--- src/rtl/psi_channel_scheduler.sv ---
// Round-robin scheduler sharing one reafference/ERN/PID/QGH core among NCH
// sensor-motor channels, with per-channel veto lockout and a WAIT timeout.

module psi_lock_lane #(
    parameter int LW   = 7,
    parameter int HOLD = 64
) (
    input  logic clk,
    input  logic rst,
    input  logic load,
    output logic free
);
    logic [LW-1:0] cnt;

    // A load wins over the running decrement in the same cycle.
    always_ff @(posedge clk or posedge rst) begin
        if (rst)
            cnt <= '0;
        else if (load)
            cnt <= LW'(HOLD);
        else if (cnt != '0)
            cnt <= cnt - LW'(1);
    end

    assign free = (cnt == '0);
endmodule

module psi_channel_scheduler #(
    parameter int NCH       = 4,
    parameter int W         = 16,
    parameter int TIMEOUT   = 15,
    parameter int VETO_HOLD = 64
) (
    input  logic             clk,
    input  logic             rst,
    input  logic [NCH-1:0]   ch_req,
    input  logic [NCH*W-1:0] ch_sensor,
    input  logic [NCH*W-1:0] ch_motor,
    output logic [NCH-1:0]   ch_ack,
    output logic [W-1:0]     ch_correction,
    output logic             ch_veto,
    output logic [W-1:0]     core_sensor,
    output logic [W-1:0]     core_motor,
    output logic             core_valid,
    input  logic             core_done,
    input  logic [W-1:0]     core_correction,
    input  logic             core_veto,
    output logic             busy,
    output logic             timeout_err
);
    localparam int IW = $clog2(NCH);
    localparam int TW = $clog2(TIMEOUT + 1);
    localparam int LW = $clog2(VETO_HOLD + 1);

    typedef enum logic [1:0] {IDLE, ISSUE, WAIT, RETIRE} state_t;

    typedef struct packed {
        logic [W-1:0] sensor;
        logic [W-1:0] motor;
    } chan_req_t;

    state_t           state;
    chan_req_t [NCH-1:0] req_v;
    logic [NCH-1:0]   lock_free;
    logic [NCH-1:0]   lock_load;
    logic [NCH-1:0]   eligible;
    logic [NCH-1:0]   grant_oh;
    logic [IW-1:0]    grant;
    logic [IW-1:0]    last_grant;
    logic [IW-1:0]    pick_idx;
    logic [IW-1:0]    cand;
    logic             pick_vld;
    logic [TW-1:0]    timer;
    logic [TW-1:0]    timer_nxt;
    logic             res_veto;

    for (genvar i = 0; i < NCH; i++) begin : g_lane
        assign req_v[i] = {ch_sensor[i*W +: W], ch_motor[i*W +: W]};

        psi_lock_lane #(
            .LW   (LW),
            .HOLD (VETO_HOLD)
        ) u_lock (
            .clk  (clk),
            .rst  (rst),
            .load (lock_load[i]),
            .free (lock_free[i])
        );
    end

    assign eligible  = ch_req & lock_free;
    assign grant_oh  = NCH'(1) << grant;
    assign lock_load = (state == RETIRE && res_veto) ? grant_oh : '0;
    assign timer_nxt = timer + TW'(1);

    // First eligible channel scanning upward from the one after last_grant.
    always_comb begin
        pick_vld = 1'b0;
        pick_idx = '0;
        cand     = '0;
        for (int k = 1; k <= NCH; k++) begin
            cand = IW'((int'(last_grant) + k) % NCH);
            if (!pick_vld && eligible[cand]) begin
                pick_vld = 1'b1;
                pick_idx = cand;
            end
        end
    end

    always_ff @(posedge clk or posedge rst) begin
        if (rst) begin
            state         <= IDLE;
            grant         <= '0;
            last_grant    <= IW'(NCH - 1);
            timer         <= '0;
            res_veto      <= 1'b0;
            core_sensor   <= '0;
            core_motor    <= '0;
            core_valid    <= 1'b0;
            ch_ack        <= '0;
            ch_correction <= '0;
            ch_veto       <= 1'b0;
            timeout_err   <= 1'b0;
            busy          <= 1'b0;
        end else begin
            core_valid  <= 1'b0;
            ch_ack      <= '0;
            timeout_err <= 1'b0;
            case (state)
                IDLE: begin
                    if (pick_vld) begin
                        grant       <= pick_idx;
                        core_sensor <= req_v[pick_idx].sensor;
                        core_motor  <= req_v[pick_idx].motor;
                        core_valid  <= 1'b1;
                        busy        <= 1'b1;
                        state       <= ISSUE;
                    end
                end
                ISSUE: begin
                    timer <= '0;
                    state <= WAIT;
                end
                WAIT: begin
                    timer <= timer_nxt;
                    // A done arriving on the final WAIT cycle beats the timeout.
                    if (core_done) begin
                        res_veto      <= core_veto;
                        ch_ack        <= grant_oh;
                        ch_correction <= core_veto ? '0 : core_correction;
                        ch_veto       <= core_veto;
                        state         <= RETIRE;
                    end else if (timer_nxt == TW'(TIMEOUT)) begin
                        res_veto      <= 1'b0;
                        ch_ack        <= grant_oh;
                        ch_correction <= '0;
                        ch_veto       <= 1'b0;
                        timeout_err   <= 1'b1;
                        state         <= RETIRE;
                    end
                end
                RETIRE: begin
                    last_grant <= grant;
                    busy       <= 1'b0;
                    state      <= IDLE;
                end
                default: state <= IDLE;
            endcase
        end
    end
endmodule

--- config.mk ---
export PLATFORM = sky130hd
export DESIGN_NAME = psi_channel_scheduler
export DESIGN_NICKNAME = d
export VERILOG_FILES = /design/src/rtl/psi_channel_scheduler.sv
export SDC_FILE = /design/constraint.sdc
export NUM_CORES = 1
export LEC_CHECK = 0
export BUFFER_PORTS_ARGS = -buffer_cell sky130_fd_sc_hd__buf_2
export CAP_MARGIN = 20
export CORE_MARGIN = 2
export CORE_UTILIZATION = 30
export DETAILED_ROUTE_END_ITERATION = 12
export PLACE_DENSITY = 0.51
export SLEW_MARGIN = 15
export SYNTH_ARGS = -nofsm -noshare
export SYNTH_HDL_FRONTEND = slang
export SYNTH_SLANG_ARGS = --single-unit
--- constraint.sdc ---
create_clock -name clk -period 5 [get_ports clk]
set_input_delay 0.75 -clock clk [delete_from_list [all_inputs] [get_ports clk]]
set_output_delay 0.75 -clock clk [all_outputs]
set_load 0.05 [all_outputs]
# Word level (Yosys, flattened, before mapping)
# Index checks and enable logic that the tools add are counted.
[word_totals]
ff_bits = 94
input_bits = 152
out_inout_bits = 56
[op_classes]
shift = 1
bitwise = 1
n_mux = 47
n_eq_ne = 6
reduce_logical = 27
n_lt_le_gt_ge = 5
addsub = 9
[ops]
columns = ["operator", "count"]
rows = [
  ["32-bit binary-select mux with 2-bit select", 1],
  ["7-bit two-way mux", 8],
  ["16-bit two-way mux", 3],
  ["32-bit two-way mux", 1],
  ["7-bit zero test", 4],
  ["7-bit nonzero test", 4],
  ["7-bit by 1-bit subtractor with 7-bit output (second input constant)", 4],
  ["1-bit two-way mux", 16],
  ["4-bit two-way mux", 4],
  ["2-bit by 3-bit < comparator with 1-bit output (second input constant)", 5],
  ["2-bit two-way mux", 7],
  ["2-bit nonzero test", 7],
  ["1-bit binary-select mux with 2-bit select", 4],
  ["2-bit case mux with 4 select lines", 1],
  ["4-bit case mux with 2 select lines", 1],
  ["2-bit AND reduction", 4],
  ["2-bit by 1-bit adder with 2-bit output (second input constant)", 2],
  ["2-bit adder (second input constant)", 2],
  ["4-bit by 1-bit adder with 4-bit output (second input constant)", 1],
  ["4-bit bitwise AND", 1],
  ["2-bit equality test (second input constant)", 2],
  ["4-bit equality test (second input constant)", 1],
  ["1-bit logical AND", 4],
  ["1-bit by 2-bit << shifter with 4-bit output (first input constant)", 1],
  ["other kinds (6)", 8],
]

# Depth between registers and ports, before layout
[logic_depth]
ltp_word = 16
depth_mapped = 12
mapped_depth_nobuf = 11

# Modules after synthesis
# From an unflattened synthesis, not the netlist that was laid out.
[hier_totals]
hier_cells = 493
area_unflattened_um2 = 5153.7
[by_module_without_submodules]
columns = ["module", "area_per_inst_um2", "instances", "cells_per_inst", "seq_area_each_um2"]
rows = [
  ["psi_channel_scheduler", 3657.3, 1, 349, 1654.1],
  ["psi_lock_lane", 374.1, 4, 36, 175.2],
]

# Least setup slack after synthesis
# No wires, ideal clock.
[synth_timing]
kind = "input port to flip-flop"
start = "input port ch_req[1]"
end = "register core_motor[0]"
path_stages = 10
n_path_buf = 2
path_slack_ns = 2.459
arrival_time_ns = 2.409
required_ns = 4.868
cell_sequence = "nor4b_1 > nand3_1 > o31ai_4 > a21oi_2 > o21a_1 > o22ai_2 > buf_12 > buf_12 > mux2i_1 > o221ai_2"
[synth_via]
elab_chain_cells = 15
word_cells_on_any_way = 26
[synth_lines]
columns = ["element", "line_no", "text"]
rows = [
  ["start: declaration", "36", "input logic [NCH-1:0] ch_req,"],
  ["4-bit bitwise AND *", "91", "assign eligible = ch_req & lock_free;"],
  ["1-bit binary-select mux with 2-bit select", "103", "if (!pick_vld && eligible[cand]) begin"],
  ["1-bit two-way mux (not written as such)", "103", ""],
  ["1-bit two-way mux", "103", ""],
  ["1-bit zero test", "103", ""],
  ["1-bit logical AND", "103", ""],
  ["1-bit two-way mux", "103", ""],
  ["1-bit zero test", "103", ""],
  ["1-bit logical AND", "103", ""],
  ["1-bit two-way mux", "103", ""],
  ["1-bit zero test", "103", ""],
  ["1-bit logical AND", "103", ""],
  ["2-bit two-way mux", "103", ""],
  ["32-bit binary-select mux with 2-bit select", "134", "core_motor <= req_v[pick_idx].motor;"],
  ["32-bit two-way mux (not written as such)", "134", ""],
  ["end signal: assignment", "134", ""],
  ["end: declaration", "43", "output logic [W-1:0] core_motor,"],
]
# Mark *: on every way between the ends. The rest lies on a longest branch, timed or not. The select of a mux whose other input is x is not followed.
# A chain may end at the register's enable or synchronous reset.

# Final worst setup path
[layout_timing]
start = "register g_lane[1].u_lock.cnt[0]"
end = "register core_sensor[14]"
[layout_via]
elab_chain_cells = 16
word_cells_on_any_way = 27
[layout_lines]
columns = ["element", "line_no", "text"]
rows = [
  ["start: declaration", "13", "logic [LW-1:0] cnt;"],
  ["start signal: assignment", "20", "cnt <= LW'(HOLD);"],
  ["start signal: assignment", "22", "cnt <= cnt - LW'(1);"],
  ["7-bit zero test *", "25", "assign free = (cnt == '0);"],
  ["4-bit bitwise AND *", "91", ""],
  ["1-bit binary-select mux with 2-bit select", "103", ""],
  ["1-bit two-way mux (not written as such)", "103", ""],
  ["1-bit two-way mux", "103", ""],
  ["1-bit zero test", "103", ""],
  ["1-bit logical AND", "103", ""],
  ["1-bit two-way mux", "103", ""],
  ["1-bit zero test", "103", ""],
  ["1-bit logical AND", "103", ""],
  ["1-bit two-way mux", "103", ""],
  ["1-bit zero test", "103", ""],
  ["1-bit logical AND", "103", ""],
  ["2-bit two-way mux", "103", ""],
  ["32-bit binary-select mux with 2-bit select", "133", "core_sensor <= req_v[pick_idx].sensor;"],
  ["32-bit two-way mux", "n/a", ""],
  ["end signal: assignment", "133", ""],
  ["end: declaration", "42", "output logic [W-1:0] core_sensor,"],
]
# Marks and branches as above.

==> flow_metrics.py <==
metrics = {
    "status": {
        "status": "finished, final reports clean",
    },
    "die": {
        "pin_count": 208,
        "die_area_um2": 19000,
        "coreArea_um2": 17400,
        "rows": 48,
        "die_width_um": 138,
        "chipHeight_um": 138,
        "start_util_pct": 30.9,
    },
    "placement": {
        "routabilityCongestion": 0.792,
        "numPortBuffers": 207,
        "dp_hpwl_mm": 10.9,
    },
    "timing": {
        "final.setup.tns_ns": 0,
        "fmax_mhz": 300,
        "max_slew.worst_pin.slew_ns": 0.986,
        "min_period_over_period_pct": 66.7,
        "clock_skew_ns": 0.0100,
        "finalMaxSlewViolations": 0,
        "setup_violations": 0,
        "finalHoldViolations": 0,
        "slew_headroom_pct": 34.1,
        "finalCriticalPeriod_ns": 3.33,
        "grt_setup_unrepaired": "false",
    },
    "pwr": {
        "powerDensity_nw_per_um2": 649,
        "ir_drop_v": 0.000301,
        "comb_power_share_pct": 51.7,
        "power_frac_clock_pct": 17.0,
        "p_seq_share_pct": 31.2,
        "power.switching_mw": 2.11,
        "p_leak_nw": 3.59,
        "sw_frac_of_total_pct": 47.2,
        "p_int_mw": 2.36,
    },
    "logic_synthesis": {
        "synth_compound_area_share_pct": 16.3,
        "syn-instance-count": 514,
        "synth_area_um2": 5390,
        "synth_seq_cells": 94,
        "synthesis.nets": 680,
        "syn_area_per_cell_um2": 10.5,
        "synthFlopType": "dfrtp_1",
        "synth_xor_area_share_pct": 2.60,
        "synth_warnings": 0,
        "synth-seq-area-share_pct": 43.7,
        "synth_edf_count": 0,
        "synthAdderAreaFrac_pct": 3.25,
        "synth_top_family_by_area": "compound AO/OA/AOI/OAI gates",
        "synth-simple-area-share_pct": 15.8,
        "ys_async_sr_fraction_pct": 100,
        "synth_mux_area_share_pct": 12.7,
        "ys_types": 51,
    },
    "grt": {
        "grt_max_degree": 53,
        "grt_pass1_vias": 4360,
        "grt_pass1_wl_mm": 21.6,
        "antenna_found_initial": 0,
        "grt-ovfl-total": 0,
        "track_usage_pct": 14.5,
    },
    "detailed_routing": {
        "dr.pass1.iters": 4,
        "drtIter0Drc": 139,
        "vias": 4515,
        "drc": 0,
        "final_antenna_net_count": 0,
        "routed_wirelength_mm": 14.4,
        "avgViaCountPerCell": 4.78,
        "wl_per_cell_um": 15.3,
    },
    "cts": {
        "cts_sinks": 94,
        "cts.path.max_buffers": 2,
        "cts_resized": 0,
        "clock_latency_ns": 0.35,
        "cts-buffers-inserted": 9,
        "clockRootBuffer": "clkbuf_16",
        "cts_tree": "yes",
        "clkTransAtPathRegs_ns": 0.07,
        "postCtsSetupBuffers": 0,
        "cts_hold_buf": 0,
        "htree_levels": 3,
    },
    "min_path": {
        "hold_path_end": "core_motor[1]$_DFFE_PP0P_",
        "whs_path_depth": 2,
        "hp-start": "core_motor[1]$_DFFE_PP0P_",
        "min_path_type": "reg -> reg",
    },
    "critical_path": {
        "cp-end-kind": "register",
        "ff2ff_setup_slack_ns": 1.67,
        "worstPathArrival_ns": 3.51,
        "cp.required_ns": 5.18,
        "reg2reg_from": "g_lane[1].u_lock.cnt[0]$_DFFE_PP0P_",
        "crit_fanout": 43,
        "r2r_end": "core_sensor[14]$_DFFE_PP0P_",
        "rr_worst_depth": 11,
        "critPathKind": "reg -> reg",
        "start_kind": "register",
    },
    "run": {
        "maxCapViolations": 0,
    },
    "finish": {
        "area_growth_syn_to_layout_pct": 27.9,
        "diodes": 0,
        "layout_commonest_cell": "buf_2",
        "drive_gt1_share_pct": 38.2,
        "fin_nets": 880,
        "utilization_pct": 39.6,
        "layout_common_cells": "buf_2, nand2_1, dfrtp_1",
    },
}
-- per-stage QoR --
step	hold WS, ns	area [µm²]	total power [mW]	worst slack, ns	cells
global placement	0.459	6540	3.70	1.47	927
detailed placement	0.470	6540	3.75	1.49	927
finish	0.479	6890	4.47	1.67	944
CTS	0.486	6870	4.54	1.59	943
global route	0.506	6890	4.80	1.38	944
floorplan	0.469	5390	3.29	1.80	514
-- Yosys cell counts, drive strengths merged, types with 5 or more instances --
| cell | number | share of area [%] |
|---|---|---|
| dfrtp | 92 | 43 |
| ha | 14 | 3.3 |
| a21oi | 8 | 0.81 |
| xnor2 | 11 | 1.8 |
| xor2 | 5 | 0.81 |
| buf | 14 | 3.5 |
| o221ai | 32 | 8.6 |
| o21ai | 26 | 2.5 |
| mux2i | 64 | 12 |
| nand3 | 6 | 0.56 |
| nand2 | 99 | 6.9 |
| clkbuf | 10 | 0.70 |
| nor3 | 12 | 1.1 |
| o22ai | 6 | 0.93 |
| nor2 | 41 | 2.9 |
| inv | 20 | 1.4 |
| nor4 | 5 | 1.1 |
-- critical path, stage by stage, from the launching register on --
cell and delay (ns):
dfrtp_1 0.37, inv_1 0.11, ha_1 0.18, nor3b_1 0.43, nand2_1 0.16, o21a_1 0.26
o21ai_1 0.15, a21oi_1 0.12, o22ai_4 0.58, buf_12 0.35, mux2i_1 0.29, o221ai_1 0.16
-- logic make-up (layout without fill, tap and decap cells) --
| group | Yosys count | in the layout |
|---|---|---|
| simple gates | 186 | 186 |
| buf+inv | 44 | 249 |
| compound gates | 92 | 92 |
| flops | 94 | 94 |
| mux | 68 | 68 |
| xor+xnor | 16 | 16 |
| fa+ha+maj | 14 | 14 |
-- power groups by stage --
| stage | combinational [mW] | clock, mW | sequential, mW |
|---|---|---|---|
| floorplan | 1.29 | 0 | 2.01 |
| global placement | 2.30 | 0 | 1.40 |
| detailed placement | 2.34 | 0 | 1.41 |
| CTS | 2.34 | 0.791 | 1.40 |
| global route | 2.52 | 0.823 | 1.45 |
| finish | 2.31 | 0.761 | 1.40 |
-- metal layers --
layer	global-route usage, %	wire length, µm	up-vias
met2	25.3	6920	162
met4	4.71	203	0
li1	-	-	2235
met5	0	0	-
met3	3.11	1130	13
met1	17.8	6180	2105
-- sequential cells by signal, summed over array words and instances, names as in the netlist --
name	flops
ch_correction	16
grant	2
res_veto	1
g_lane.u_lock.cnt	28
last_grant	2
timer	4
core_valid	1
ch_ack	4
timeout_err	1
core_sensor	16
state	2
busy	1
core_motor	16
-- area by class of cell --
type	instances	area, µm²
Tap cell	225	282
Fill cell	1720	10500
Sequential cell	94	2350
Timing Repair Buffer	213	1100
Multi-Input combinational cell	376	2740
Clock inverter	6	92.6
Clock buffer	10	239
Inverter	20	77.6
-- worst max path at each step --
stage / slack (ns) / to / start
after floorplan: 1.80 / busy$_DFFE_PP0P_ / rst
after global placement: 1.47 / core_sensor[12]$_DFFE_PP0P_ / ch_req[3]
after detailed placement: 1.49 / core_sensor[12]$_DFFE_PP0P_ / ch_req[3]
after CTS: 1.59 / core_sensor[14]$_DFFE_PP0P_ / g_lane[1].u_lock.cnt[0]$_DFFE_PP0P_
after global routing: 1.38 / core_sensor[14]$_DFFE_PP0P_ / g_lane[1].u_lock.cnt[1]$_DFFE_PP0P_
final: 1.67 / core_sensor[14]$_DFFE_PP0P_ / g_lane[1].u_lock.cnt[0]$_DFFE_PP0P_
Power figures use the tool's default switching activity.
